--- config.mk ---
export PLATFORM = sky130hd
export DESIGN_NAME = bp_dout_writer
export DESIGN_NICKNAME = d
export VERILOG_FILES = /design/src/rtl/bp_dout_writer_pkg.sv /design/src/rtl/bp_sat_add.sv /design/src/rtl/bp_dout_writer.sv
export SDC_FILE = /design/constraint.sdc
export NUM_CORES = 1
export LEC_CHECK = 0
export ABC_AREA = 1
export BUFFER_PORTS_ARGS = -buffer_cell sky130_fd_sc_hd__buf_2
export CORE_MARGIN = 1.5
export CORE_UTILIZATION = 36
export DETAILED_ROUTE_END_ITERATION = 8
export HOLD_SLACK_MARGIN = 0.12
export PLACE_DENSITY = 0.66
export SLEW_MARGIN = 20
export SYNTH_ARGS = -nofsm -noshare
export SYNTH_HDL_FRONTEND = slang
export SYNTH_HIERARCHICAL = 1
export SYNTH_SLANG_ARGS = --single-unit
--- constraint.sdc ---
create_clock -name clk -period 1.75 [get_ports clk]
set_input_delay 0.35 -clock clk [delete_from_list [all_inputs] [get_ports clk]]
set_output_delay 0.35 -clock clk [all_outputs]
set_load 0.02 [all_outputs]
--- src/rtl/bp_dout_writer_pkg.sv ---
// Shared LSTM backprop definitions: dout writer FSM encoding and default geometry.
package bp_dout_writer_pkg;

  typedef enum logic [2:0] {
    IDLE  = 3'd0,
    ACC   = 3'd1,
    WRITE = 3'd2,
    GAP   = 3'd3,
    DONE  = 3'd4
  } state_t;

  localparam int DEF_ADDR_WIDTH = 12;
  localparam int DEF_NUM_CELL   = 8;
  localparam int DEF_NUM_TERM   = 4;
  localparam int DEF_DATA_WIDTH = 16;
  localparam int DEF_WR_GAP     = 2;

  // Counter width that stays at least one bit wide for counts of 0 or 1.
  function automatic int cnt_width(input int n);
    return (n > 1) ? $clog2(n) : 1;
  endfunction

endpackage

--- src/rtl/bp_sat_add.sv ---
// Signed adder for the dout accumulator; saturates when BP_DOUT_SAT_EN is defined,
// otherwise wraps in two's complement.
module bp_sat_add #(
  parameter int WIDTH = 16
) (
  input  logic signed [WIDTH-1:0] a,
  input  logic signed [WIDTH-1:0] b,
  output logic signed [WIDTH-1:0] sum
);

  logic signed [WIDTH-1:0] raw;

  assign raw = a + b;

`ifdef BP_DOUT_SAT_EN
  logic ovf;

  // Overflow only when both operands share a sign that the raw result lost.
  assign ovf = (a[WIDTH-1] == b[WIDTH-1]) && (raw[WIDTH-1] != a[WIDTH-1]);

  always_comb begin
    sum = raw;
    if (ovf) begin
      sum = a[WIDTH-1] ? {1'b1, {(WIDTH-1){1'b0}}} : {1'b0, {(WIDTH-1){1'b1}}};
    end
  end
`else
  assign sum = raw;
`endif

endmodule

--- src/rtl/bp_dout_writer.sv ---
// Sums NUM_TERM gate contributions per cell and writes NUM_CELL cells to dout memory.
// Define BP_DOUT_SAT_EN for a saturating accumulate (default build wraps).
module bp_dout_writer
  import bp_dout_writer_pkg::*;
#(
  parameter int ADDR_WIDTH = DEF_ADDR_WIDTH,
  parameter int NUM_CELL   = DEF_NUM_CELL,
  parameter int NUM_TERM   = DEF_NUM_TERM,
  parameter int DATA_WIDTH = DEF_DATA_WIDTH,
  parameter int WR_GAP     = DEF_WR_GAP
) (
  input  logic                         clk,
  input  logic                         rst,
  input  logic                         en,
  input  logic                         start,
  input  logic                         i_valid,
  input  logic signed [DATA_WIDTH-1:0] i_data,
  output logic                         o_ready,
  output logic                         o_wr_en,
  output logic        [ADDR_WIDTH-1:0] o_wr_addr,
  output logic signed [DATA_WIDTH-1:0] o_wr_data,
  output logic                         o_done
);

  localparam int TERM_W = cnt_width(NUM_TERM);
  localparam int GAP_W  = cnt_width(WR_GAP);

  state_t                  state;
  logic [ADDR_WIDTH-1:0]   addr;
  logic [TERM_W-1:0]       term;
  logic [GAP_W-1:0]        gap_cnt;
  logic signed [DATA_WIDTH-1:0] acc;
  logic signed [DATA_WIDTH-1:0] sum;
  logic                    last_term;
  logic                    last_cell;
  logic                    last_gap;

  bp_sat_add #(
    .WIDTH(DATA_WIDTH)
  ) u_add (
    .a  (acc),
    .b  (i_data),
    .sum(sum)
  );

  assign last_term = (term == TERM_W'(NUM_TERM - 1));
  assign last_cell = (addr == ADDR_WIDTH'(NUM_CELL - 1));
  assign last_gap  = (gap_cnt == GAP_W'(WR_GAP - 1));

  // Strobes decode the registered state but drop instantly when en is low,
  // so a pending WRITE or DONE is simply issued later.
  assign o_ready   = en && (state == ACC);
  assign o_wr_en   = en && (state == WRITE);
  assign o_done    = en && (state == DONE);
  assign o_wr_addr = addr;
  assign o_wr_data = acc;

  always_ff @(posedge clk or posedge rst) begin
    if (rst) begin
      state   <= IDLE;
      addr    <= '0;
      term    <= '0;
      gap_cnt <= '0;
      acc     <= '0;
    end else if (en) begin
      case (state)
        IDLE: begin
          if (start) begin
            addr  <= '0;
            term  <= '0;
            acc   <= '0;
            state <= ACC;
          end
        end
        ACC: begin
          if (i_valid) begin
            acc <= (term == '0) ? i_data : sum;
            if (last_term) begin
              term  <= '0;
              state <= WRITE;
            end else begin
              term <= term + 1'b1;
            end
          end
        end
        WRITE: begin
          if (WR_GAP == 0) begin
            if (last_cell) begin
              state <= DONE;
            end else begin
              addr  <= addr + 1'b1;
              state <= ACC;
            end
          end else begin
            gap_cnt <= '0;
            state   <= GAP;
          end
        end
        GAP: begin
          if (last_gap) begin
            gap_cnt <= '0;
            if (last_cell) begin
              state <= DONE;
            end else begin
              addr  <= addr + 1'b1;
              state <= ACC;
            end
          end else begin
            gap_cnt <= gap_cnt + 1'b1;
          end
        end
        DONE: begin
          addr  <= '0;
          state <= IDLE;
        end
        default: state <= IDLE;
      endcase
    end
  end

endmodule

---- Word-level counts from Yosys, hierarchy flattened ----
Index checks and enable logic that the tools add are counted.
W data, S select, Z words.
storage, ports and cells
  bits of input ports ..................... 21
  register bits ........................... 34
  logic and storage cells ................. 52
cells by class
  reductions and logical operators ........ 12
  add/sub/neg operators ................... 4
  equal/unequal tests ..................... 11
  muxes and demuxes ....................... 20
operators with widths
  kind                     number
  $mux W16                 3
  $mux W12                 3
  $pmux W12 S3             1
  $pmux W16 S2             1
  $add A16 B16 Y16         1
  $mux W3                  5
  $add A12 B1 Y12 const B  1
  $eq A12 B3 Y1 const B    1
  $pmux W3 S4              1
  $ne A2 B2 Y1 const B     5
  $reduce_and A5 Y1        2
  $eq A3 B2 Y1 const B     2
  $mux W2                  3
  $pmux W2 S2              1
  $reduce_and A4 Y1        1
  $reduce_bool A2 Y1       2
  $eq A3 B1 Y1 const B     1
  $eq A3 B3 Y1 const B     1
  $logic_and A1 B1 Y1      3
  $logic_not A3 Y1         1
  $reduce_bool A3 Y1       1
  $add A2 B1 Y2 const B    1
  $eq A2 B2 Y1 const B     1
  $logic_not A2 Y1         1
  other kinds (4)          4

---- Depth between registers and ports, before layout ----
Gate-level depths: netlist (run 1).
  depth after elaboration ................. 4
  gate-level depth with buffers ........... 14
  mapped depth without buffers ............ 14

---- Cells and area by module ----
The synthesis (run 1) kept the hierarchy.
by module, submodules not included
  module          area each (um^2)  times used  cells an instance  sequential area each (um^2)
  bp_dout_writer  1974.4            1           258                850.8
  bp_sat_add      930.9             1           176                0.0

---- Worst setup path after synthesis (run 1) ----
OpenSTA, ideal clock, no wires.
  path type ............................... reg-to-reg
  start ................................... register acc[0], in the netlist o_wr_data[0]
  end ..................................... register acc[8], in the netlist o_wr_data[8]
  stages on the path, launching flop included .. 13
  library setup time ...................... 0.116 ns
  data arrival time ....................... 1.835 ns
  path slack .............................. -0.201 ns
  buffers on the path ..................... 0
  required time ........................... 1.634 ns
  path through ............................ dfrtp_1 ha_1 fa_1 nand2_1 nand2_1 and2_4 nand2_1 nand2_1 xor2_1 mux2i_1 nor2_1 nand2_1 nand2_1
between the ends
  word-level cells in the longest chain between the ends .. 4
RTL lines
  item                    line                  text
  from (decl)             bp_dout_writer.sv:32  logic signed [DATA_WIDTH-1:0] acc;
  from (signal assigned)  bp_dout_writer.sv:77  acc <= (term == '0) ? i_data : sum;
  $add A16 B16 Y16        bp_sat_add.sv:13      assign raw = a + b;
  named net sum[8]        bp_dout_writer.sv:33  logic signed [DATA_WIDTH-1:0] sum;
  $mux W16                bp_dout_writer.sv:77
  $mux W16                bp_dout_writer.sv:76  if (i_valid) begin
  $pmux W16 S2            bp_dout_writer.sv:66  case (state)
The timed path passes the listed nets, and every way through them passes these cells. The select of a mux whose other input is x is not followed.
A chain may end at the register's enable or synchronous reset.

---- Final worst setup path (run 1) ----
  start ................................... register acc[0], in the netlist o_wr_data[0]
  end ..................................... register acc[6], in the netlist o_wr_data[6]
Same word-level chain as after synthesis.

==> metrics.cfg, run 1 <==
[global_routing]
grt_max_degree = 35
antenna_found_initial = 0
grt_usage_pct = 18.3
grt_pass1_wl_microns = 12800
grt_pass1_vias = 2906
grt_overflow_total = 0

[logic_synthesis]
syn_avg_cell_area_sq_um = 6.69
yosysTopAreaCellShare_pct = 29.3
synth-seq-cells = 34
syn_area_sq_mm = 0.00291
syn-num-nets = 474
ys_seq_area_share_pct = 29.3
synth_area_leaders = dfrtp_1 29%, nand2_1 22%, ha_1 7.8%, inv_1 6.6%, nor2_1 5.7%
synth.distinct_cells = 29
synth_top_area_cell = dfrtp_1
synth_warnings = 6
syn_inst = 434

[cts]
clock_tree.buffer_depth = 2
cts_inserted_buffers = 5
cts_tree = yes
cts_max_level = 2
holdBufCountCts = 0
clock-root-buffer = clkbuf_8
clock_sinks = 34
clkLatencyLatePin_ps = 290
clk_pin_slew_ps = 90

[sta]
finalHoldViolations = 0
fmax_mhz = 530
worstMarginPinSlew_ps = 471
rsz0062_at_grt = yes
slew_headroom_pct = 68.6
layout_setup_ws_ps = -135
setup_viol = 9
slew_violations = 0
finalClockSkew_ps = 9.79
min_period_over_period_pct = 108
fin_crit_ps = 1890
hold_slack_ps = 148
finalSetupTns_ps = -689

[placement]
port-buffer-count = 51
placed_area_sq_mm = 0.00353
place_congestion = 0.871
dp_hpwl_microns = 5320

[power]
powerDensity_mw_per_mm2 = 1630
p_switching_mw = 2.93
ir_drop_mv = 0.600
leakagePower_nw = 2.19
power_frac_comb_pct = 65.4
switching_share_pct = 45.5
p_int_mw = 3.50
clockPowerShare_pct = 14.3
pwr-share-seq_pct = 20.3

[worst_setup_path]
path_class = reg -> reg
endpoint_kind = flop
worstPathMaxFanout = 3
start_kind = flop
crit_required_ps = 1980
arrival_ps = 2110

[floorplanning]
num_rows = 32
fp.dieH_microns = 92.8
core_sq_mm = 0.00777
initial_utilization_pct = 37.4
die_w_microns = 92.8
boundaryPins = 52
dieArea_sq_mm = 0.00862

[run_status]
status = finished, violations left
failed_checks = negative setup slack

[layout]
area_growth_pct = 35.5
drive_gt1_share_pct = 31.3
final_area_sq_mm = 0.00394
fill_cells = 783
final_util_pct = 50.7
diodes = 0
layout.nets = 567

[detailed_routing]
viasPerCell = 4.58
drt_wl_total_microns = 7520
drtIter0Drc = 75
firstDrtPassIters = 7
vias = 2886
final_antenna_net_count = 0
wire_per_inst_microns = 11.9
drc_errors = 0

[min_path]
hold_path.class = in -> async

[run]
drv_cap = 0

-- Yosys cell counts (all sizes together) --
master,n
nor3,5
nor2,46
fa,1
nand3,19
o211ai,1
inv,57
xnor2,5
a21oi,9
xor2,10
buf,7
nand3b,2
dfrtp,34
nand2,180
o21ai,16
mux2i,16
nand4,5
or2,2
and2,1
ha,18
-- cells in the final DEF (no fill, tap or decap), types with 2 or more instances in the layout --
cell	Yosys	routed
dfrtp_1	34	31
o21ai_1	5	5
buf_4	1	42
nor2_1	44	43
a21oi_1	7	5
nand2_1	170	159
nand3_1	17	14
dfrtp_2	0	3
xnor2_1	5	5
nor3_2	3	3
ha_1	18	6
nand3b_1	2	2
ha_4	0	12
o21ai_0	11	11
clkbuf_8	0	5
nand3_2	2	5
xor2_1	10	10
bufinv_16	0	2
inv_1	51	48
nand2_2	10	20
inv_2	6	9
nor2_4	2	2
a21oi_4	1	2
a21oi_2	1	2
mux2i_1	16	16
nor3_1	2	2
buf_2	4	49
nand4_1	5	5
-- per-stage QoR --
stage	std cells	setup WS (ps)	power, mW
finish	630	-135	6.43
global route	630	-290	7.02
CTS	623	-121	6.15
detailed placement	613	-169	5.01
global placement	613	-160	4.94
floorplan	434	-73.0	3.83
-- kinds of logic (layout without fill, tap and decap cells) --
logic type | count (synthesis) | after routing | share of synthesized area (%)
simple gates | 260 | 260 | 37.9
flops | 34 | 34 | 29.3
buf+inv | 64 | 158 | 9.09
fa+ha+maj | 19 | 19 | 8.44
xor+xnor | 15 | 15 | 4.52
compound gates | 26 | 26 | 5.25
mux | 16 | 16 | 5.51
-- layer usage --
metal  routed length (microns)  vias to the layer above  GRT usage, %
met3                       231                       11          2.79
met2                      3770                       52          32.1
li1                          -                     1532             -
met1                      3420                     1291          23.2
met4                        96                        0          5.05
met5                         0                        -             0
-- worst max-delay path, cell delays in order, from the launching register on --
cell,delay [ps]
dfrtp_2,430
ha_4,170
fa_2,330
nand2_1,60
nand2_1,60
nand3b_1,100
nand2_2,90
xor2_1,230
mux2i_1,120
nor2_1,90
nand2_1,60
nand2_1,80
-- power groups by stage --
stage                     clock network [mW]  logic, mW  registers (mW)
after CTS                              0.938       3.92            1.29
after detailed placement                   0       3.74            1.27
after floorplan                            0       2.35            1.48
final                                  0.918       4.21            1.30
after global placement                     0       3.68            1.26
after global routing                   0.967       4.71            1.34
-- sequential cells by signal, indices dropped and copies added (netlist names) --
name	cells
o_wr_data	16
o_wr_addr	12
state	3
term	2
gap_cnt	1
-- layout make-up --
cell class,instances,area [sq um],share of cell area [%]
clock buffer,5,68.8,1.75
clock inverter,3,68.8,1.75
inverter,57,214,5.44
multi-input combinational,336,2010,51.1
sequential,34,855,21.7
tap,102,128,3.24
timing repair buffer,93,592,15.0
-- worst paths after layout --
path,startpoint,to,slack [ps],depth (start not counted)
max in group asynchronous,rst,o_wr_data[1],1250,3
max reg2reg,o_wr_data[0],o_wr_data[6],-140,11
min,rst,o_wr_data[3],150,3
min in group clk,en,gap_cnt,400,4
min reg2reg,o_wr_data[15],o_wr_data[15],530,2
max,o_wr_data[0],o_wr_data[6],-140,11
-- what timing repair did --
item	CTS	global route
pin swaps	5	12
gates resized for setup	13	24
buffers inserted	2	7
endpoints found under the setup margin	11	15
endpoints found under the hold margin	0	0
Note: power is estimated with default switching activity, not from simulation.
==> inputs of run 2 (changes only) <==
Settings changed: BUFFER_PORTS_ARGS -buffer_cell sky130_fd_sc_hd__buf_2 to -buffer_cell sky130_fd_sc_hd__buf_4, CORE_MARGIN 1.5 to 2.
==> run 2 against run 1 <==
  * The flow still finishes with violations (negative setup slack)
  * Core utilization up 2.6 points
  * Total power up 3.6%
  * Routed wire length up 5.3%
  * Global-route usage up 0.13 points
  * Critical path type unchanged
  * Critical endpoint is now o_wr_data[10]
  * Largest cell class unchanged
  * Largest power group unchanged
  * Highest routed layer unchanged
==> metrics.cfg, run 2 (same netlist as run 1, synthesis figures left out) <==
[run_status]
status = finished, violations left
failed_checks = negative setup slack

[floorplanning]
num_rows = 32  ; unchanged
die_w_microns = 93.8  ; +1.1%
core_sq_mm = 0.00777  ; unchanged
boundaryPins = 52  ; unchanged
fp.dieH_microns = 93.8  ; +1.1%
dieArea_sq_mm = 0.00881  ; +2.2%
initial_utilization_pct = 37.4  ; unchanged

[global_routing]
grt_overflow_total = 0  ; unchanged
grt_pass1_vias = 2927  ; +0.72%
grt_usage_pct = 18.5  ; +0.13 points
antenna_found_initial = 0  ; unchanged
grt_pass1_wl_microns = 13100  ; +1.9%
grt_max_degree = 35  ; unchanged

[worst_setup_path]
path_class = reg -> reg
cp_slowest_cell = dfrtp_2
crit_required_ps = 1930  ; -50 ps
crit_path_frequent_cell = nand2_1
endpoint_kind = flop
start_kind = flop
worstPathMaxFanout = 3  ; unchanged
regToRegSetupSlack_ps = -190  ; -50 ps
crit_chain = ha_4 -> fa_2 -> nand2_1 -> nand2_2 -> nand3b_1 -> nand2_2 -> nand2_2 -> nand2_2 -> nand2_1 -> nand2_1 -> mux2i_1 -> nor2_1 -> nand2_1 -> nand2_1
reg2reg_to = o_wr_data[10]
rr_worst_depth = 14  ; +3
slowest_delay_ps = 430  ; about the same
timing.rr.start = o_wr_data[0]
arrival_ps = 2120  ; about the same

[detailed_routing]
wire_per_inst_microns = 12.5  ; +4.9%
vias = 2947  ; +2.1%
viasPerCell = 4.66  ; +1.8%
drtIter0Drc = 102  ; +36%
drt_wl_total_microns = 7910  ; +5.3%
final_antenna_net_count = 0  ; unchanged
firstDrtPassIters = 4  ; -3
drc_errors = 0  ; unchanged

[power]
powerDensity_mw_per_mm2 = 1610  ; -1.5%
clockPowerShare_pct = 11.7  ; -2.6 points
p_switching_mw = 3.08  ; +5.3%
power_frac_comb_pct = 68.7  ; +3.3 points
ir_drop_mv = 0.639  ; +6.4%
p_int_mw = 3.58  ; +2.2%
pwr-share-seq_pct = 19.6  ; -0.7 points
leakagePower_nw = 2.23  ; +1.9%
finalPower_mw = 6.66  ; +3.6%
switching_share_pct = 46.3  ; +0.74 points

[min_path]
hold_path.class = in -> async

[sta]
hold_slack_ps = 148  ; -0.205 ps
fin_crit_ps = 1940  ; +54.0 ps
setup_viol = 6  ; -3
finalHoldViolations = 0  ; unchanged
layout_setup_ws_ps = -189  ; -54.0 ps
min_period_over_period_pct = 111  ; +3.1 points
worstMarginPinSlew_ps = 482  ; +10.3 ps
fmax_mhz = 516  ; -2.8%
finalClockSkew_ps = 15.6  ; +5.80 ps
rsz0062_at_grt = yes
slew_headroom_pct = 67.9  ; -0.69 points
slew_violations = 0  ; unchanged

[cts]
holdBufCountCts = 0  ; unchanged
clkLatencyLatePin_ps = 300  ; about the same
cts_inserted_buffers = 5  ; unchanged
clk_pin_slew_ps = 90  ; about the same
clock-root-buffer = clkbuf_8
clock_sinks = 34  ; unchanged
cts_tree = yes
clock_tree.buffer_depth = 2  ; unchanged
cts_max_level = 2  ; unchanged

[layout]
diodes = 0  ; unchanged
area_growth_pct = 42.5
drive_gt1_share_pct = 33.2  ; +2.0 points
layout.nets = 569  ; +0.35%
final_cell_mix = 152 x nand2_1, 93 x buf_4, 49 x inv_1, 43 x nor2_1, 31 x dfrtp_1
final_common_cell = nand2_1
largest_reg_flops = 16  ; unchanged

[run]
drv_cap = 0  ; unchanged

[placement]
place_congestion = 0.854  ; -1.9%
dp_hpwl_microns = 5500  ; +3.5%
port-buffer-count = 51  ; unchanged

==> run 2: cell types whose count changed in the layout (fill, tap and decap cells not counted), moves of 2 or more <==
| cell | delta |
|---|---|
| buf_2 | -49 |
| ha_4 | +2 |
| buf_4 | +51 |
| ha_1 | -2 |
| nand2_4 | +5 |
| clkinvlp_4 | +2 |
| nand2_1 | -7 |
| nand2_2 | +2 |
==> run 2: layout make-up <==
cell class                 count  area, sq um
clock buffer                   5         68.8
clock inverter                 3         45.0
fill                         739         3630
inverter                      57          214
multi-input combinational    336         2100
sequential                    34          855
tap                          102          128
timing repair buffer          95          729
==> run 2: worst max path at each step <==
stage,start,end,cells past startpoint
2_1_floorplan,o_wr_data[0],o_wr_data[8],12
3_3_place_gp,i_data[0],o_wr_data[14],15
3_5_place_dp,i_data[0],o_wr_data[14],15
4_1_cts,o_wr_data[0],o_wr_data[14],14
5_1_grt,o_wr_data[0],o_wr_data[10],14
6_report,o_wr_data[0],o_wr_data[10],14
==> run 2: metrics by stage <==
| stage | worst slack (ps) | utilization (%) | setup TNS (ps) | instances | area, sq um |
|---|---|---|---|---|---|
| finish | -189 | 53.3 | -685 | 632 | 4140 |
| global route | -340 | 53.3 | -1880 | 632 | 4140 |
| CTS | -162 | 50.9 | -689 | 626 | 3950 |
| detailed placement | -205 | 47.4 | -1380 | 616 | 3680 |
| global placement | -147 | 47.4 | -913 | 616 | 3680 |
| floorplan | -73.0 | - | -244 | 434 | 2940 |
==> run 2: worst max-delay path: cells and delay by family (launching register included) <==
| kind | cells | cell delay, ps |
|---|---|---|
| AND/OR/NAND/NOR | 11 | 750 |
| adder cells (fa/ha/maj) | 2 | 500 |
| flip-flops | 1 | 430 |
| multiplexers | 1 | 140 |
==> run 2: power by group through the flow <==
stage	clock network, mW	registers (mW)	logic, mW
after global routing	0.838	1.33	5.02
after global placement	0	1.25	3.86
after CTS	0.800	1.28	4.18
after floorplan	0	1.48	2.35
final	0.782	1.30	4.57
after detailed placement	0	1.26	3.93
==> run 2: layer usage <==
layer / vias up / routed length, microns / track usage, %
met1: 1337 / 3540 / 22.3
met2: 60 / 3940 / 33.0
met3: 11 / 307 / 3.21
li1: 1539 / - / -
met4: 0 / 128 / 6.04
met5: - / 0 / 0
==> run 2: what timing repair did <==
action	CTS	global route
pin swaps	7	31
setup endpoints to repair	10	17
gates resized for setup	20	32
setup buffers	2	6
==> inputs of run 3 (changes only) <==
Settings changed: CORE_UTILIZATION 36 to 50, PLACE_DENSITY 0.66 to 0.76.
==> run 3 against run 2 <==
  * Largest power group unchanged
  * The run still ends with negative setup slack left
  * Clock skew down 5.2 ps
  * Non-clock buffer count down 5
  * Hold slack better by 21 ps
  * Sequential power about the same
  * Largest cell class unchanged
  * Combinational power about the same
==> metrics.cfg, run 3 (same netlist as run 1, synthesis figures left out) <==
[run_status]
status = finished, violations left
failed_checks = negative setup slack

[cts]
clock_sinks = 34  ; unchanged
cts_max_level = 2  ; unchanged
clock_tree.buffer_depth = 2  ; unchanged
clk_pin_slew_ps = 80  ; about the same
cts_tree = yes
holdBufCountCts = 0  ; unchanged
clock-root-buffer = clkbuf_8
cts_inserted_buffers = 5  ; unchanged
clkLatencyLatePin_ps = 290  ; about the same

[sta]
min_period_over_period_pct = 110  ; -0.95 points
finalClockSkew_ps = 10.4  ; -5.19 ps
fin_crit_ps = 1920  ; -16.6 ps
worstMarginPinSlew_ps = 471  ; -10.4 ps
fmax_mhz = 520  ; +0.86%
layout_setup_ws_ps = -173  ; +16.6 ps
slew_violations = 0  ; unchanged
slew_headroom_pct = 68.6  ; +0.69 points
finalHoldViolations = 0  ; unchanged
setup_viol = 7  ; +1
rsz0062_at_grt = yes

[floorplanning]
die_w_microns = 80.2  ; -15%
core_sq_mm = 0.00557  ; -28%
dieArea_sq_mm = 0.00644  ; -27%
num_rows = 27  ; -16%
fp.dieH_microns = 80.2  ; -15%
initial_utilization_pct = 52.1  ; +15 points
boundaryPins = 52  ; unchanged

[detailed_routing]
drc_errors = 0  ; unchanged
firstDrtPassIters = 4  ; unchanged
viasPerCell = 5.15  ; +10%
drtIter0Drc = 212  ; +110%
drt_wl_total_microns = 8200  ; +3.6%
final_antenna_net_count = 0  ; unchanged
wire_per_inst_microns = 13.7  ; +9.7%
vias = 3076  ; +4.4%

[power]
power_frac_comb_pct = 70.3  ; +1.6 points
switching_share_pct = 47.7  ; +1.4 points
leakagePower_nw = 2.19  ; -2.0%
p_int_mw = 3.40  ; -4.8%
pwr-share-seq_pct = 19.9  ; +0.3 points
p_switching_mw = 3.10  ; +0.67%
finalPower_mw = 6.51  ; -2.3%
powerDensity_mw_per_mm2 = 1620  ; +0.57%
clockPowerShare_pct = 9.8  ; -1.9 points
ir_drop_mv = 0.695  ; +8.8%

[worst_setup_path]
cp_slowest_cell = dfrtp_2
arrival_ps = 2110  ; about the same
crit_chain = ha_4 -> fa_2 -> nand2_2 -> nand2_2 -> and2_4 -> nand2_2 -> nand2_2 -> xor2_1 -> mux2i_1 -> nor2_1 -> nand2_1 -> nand2_1
slowest_delay_ps = 430  ; about the same
worstPathMaxFanout = 3  ; unchanged
start_kind = flop
crit_path_frequent_cell = nand2_2
endpoint_kind = flop
cp_top_family = simple AND/OR/NAND/NOR gates
crit_required_ps = 1940  ; about the same
path_class = reg -> reg
worstPathBufferInverterCount = 0  ; unchanged

[placement]
place_congestion = 0.934  ; +9.3%
dp_hpwl_microns = 5330  ; -3.2%
port-buffer-count = 51  ; unchanged

[global_routing]
top_usage_layer = met2
grt_use_met2_pct = 46.5  ; +14 points
antenna_found_initial = 0  ; unchanged
grt_max_degree = 35  ; unchanged
grt_pass1_wl_microns = 13000  ; -1.0%
grt_usage_pct = 25.4  ; +6.9 points
grt_use_met3_pct = 3.82  ; +0.61 points
use_met1_pct = 30.6  ; +8.3 points
grt_overflow_total = 0  ; unchanged
grt_pass1_vias = 2957  ; +1.0%

[layout]
final_common_cell = nand2_1
area_growth_pct = 38.5
largest_reg_flops = 16  ; unchanged
drive_gt1_share_pct = 32.4  ; -0.83 points
layout.nets = 564  ; -0.88%
final_cell_mix = 153 x nand2_1, 89 x buf_4, 49 x inv_1, 43 x nor2_1, 31 x dfrtp_1
fill_cells = 440  ; -40%
final_util_pct = 72.2  ; +19 points
diodes = 0  ; unchanged

[run]
drv_cap = 0  ; unchanged

[min_path]
hold_path.class = in -> async

run 3: cell types whose count changed in the layout (fill, tap and decap cells not counted), sizes merged:
cell	delta
clkbuf	+2
buf	-5
clkinvlp	-2
bufinv	-1
clkinv	+1
run 3: layout make-up:
| type | count | area [sq um] | area share (%) |
|---|---|---|---|
| Tap cell | 72 | 90.1 | 2.24 |
| Sequential cell | 34 | 855 | 21.2 |
| Inverter | 57 | 214 | 5.32 |
| Timing Repair Buffer | 90 | 688 | 17.1 |
| Clock inverter | 1 | 5.00 | 0.124 |
| Clock buffer | 7 | 86.3 | 2.15 |
| Multi-Input combinational cell | 336 | 2090 | 51.8 |
run 3: worst min-delay path, cell delays in order:
cell	delay [ps]
buf_4	110
inv_1	40
buf_4	400
run 3: worst paths after layout:
| check | start | to | slack [ps] | cells after the start |
|---|---|---|---|---|
| hold reg to reg | gap_cnt | gap_cnt | 530 | 2 |
| setup / recovery | o_wr_data[0] | o_wr_data[8] | -170 | 12 |
| max in group asynchronous | rst | o_wr_data[0] | 1220 | 3 |
| min in group clk | en | gap_cnt | 380 | 4 |
| setup reg to reg | o_wr_data[0] | o_wr_data[8] | -170 | 12 |
| hold / removal | rst | o_wr_addr[2] | 170 | 3 |
run 3: power by group through the flow:
stage | Sequential (mW) | Combinational, mW | Clock (mW)
CTS | 1.26 | 4.02 | 0.642
finish | 1.30 | 4.57 | 0.637
global route | 1.32 | 5.01 | 0.677
floorplan | 1.48 | 2.35 | 0
global placement | 1.24 | 3.79 | 0
detailed placement | 1.25 | 3.87 | 0
run 3: metrics by stage:
stage / std cells / instance area, sq um / TNS [ps] / worst slack [ps] / hold WS, ps
final: 597 / 4020 / -726 / -173 / 168
after global routing: 597 / 4020 / -1880 / -312 / 229
after CTS: 590 / 3780 / -517 / -119 / 185
after detailed placement: 581 / 3600 / -1220 / -176 / 501
after global placement: 581 / 3600 / -826 / -128 / 491
after floorplan: 434 / 2940 / -244 / -73.0 / 474
run 3: repair_timing:
item,in CTS,in global routing
resized for setup,12,35
endpoints found under the setup margin,10,15
pin swaps,7,30
buffers inserted,1,7
run 3: layer usage:
layer	part of all wire (%)	routed length, microns
met1	42	3430
met2	51	4210
met3	5.1	415
met4	1.8	148
met5	0	0
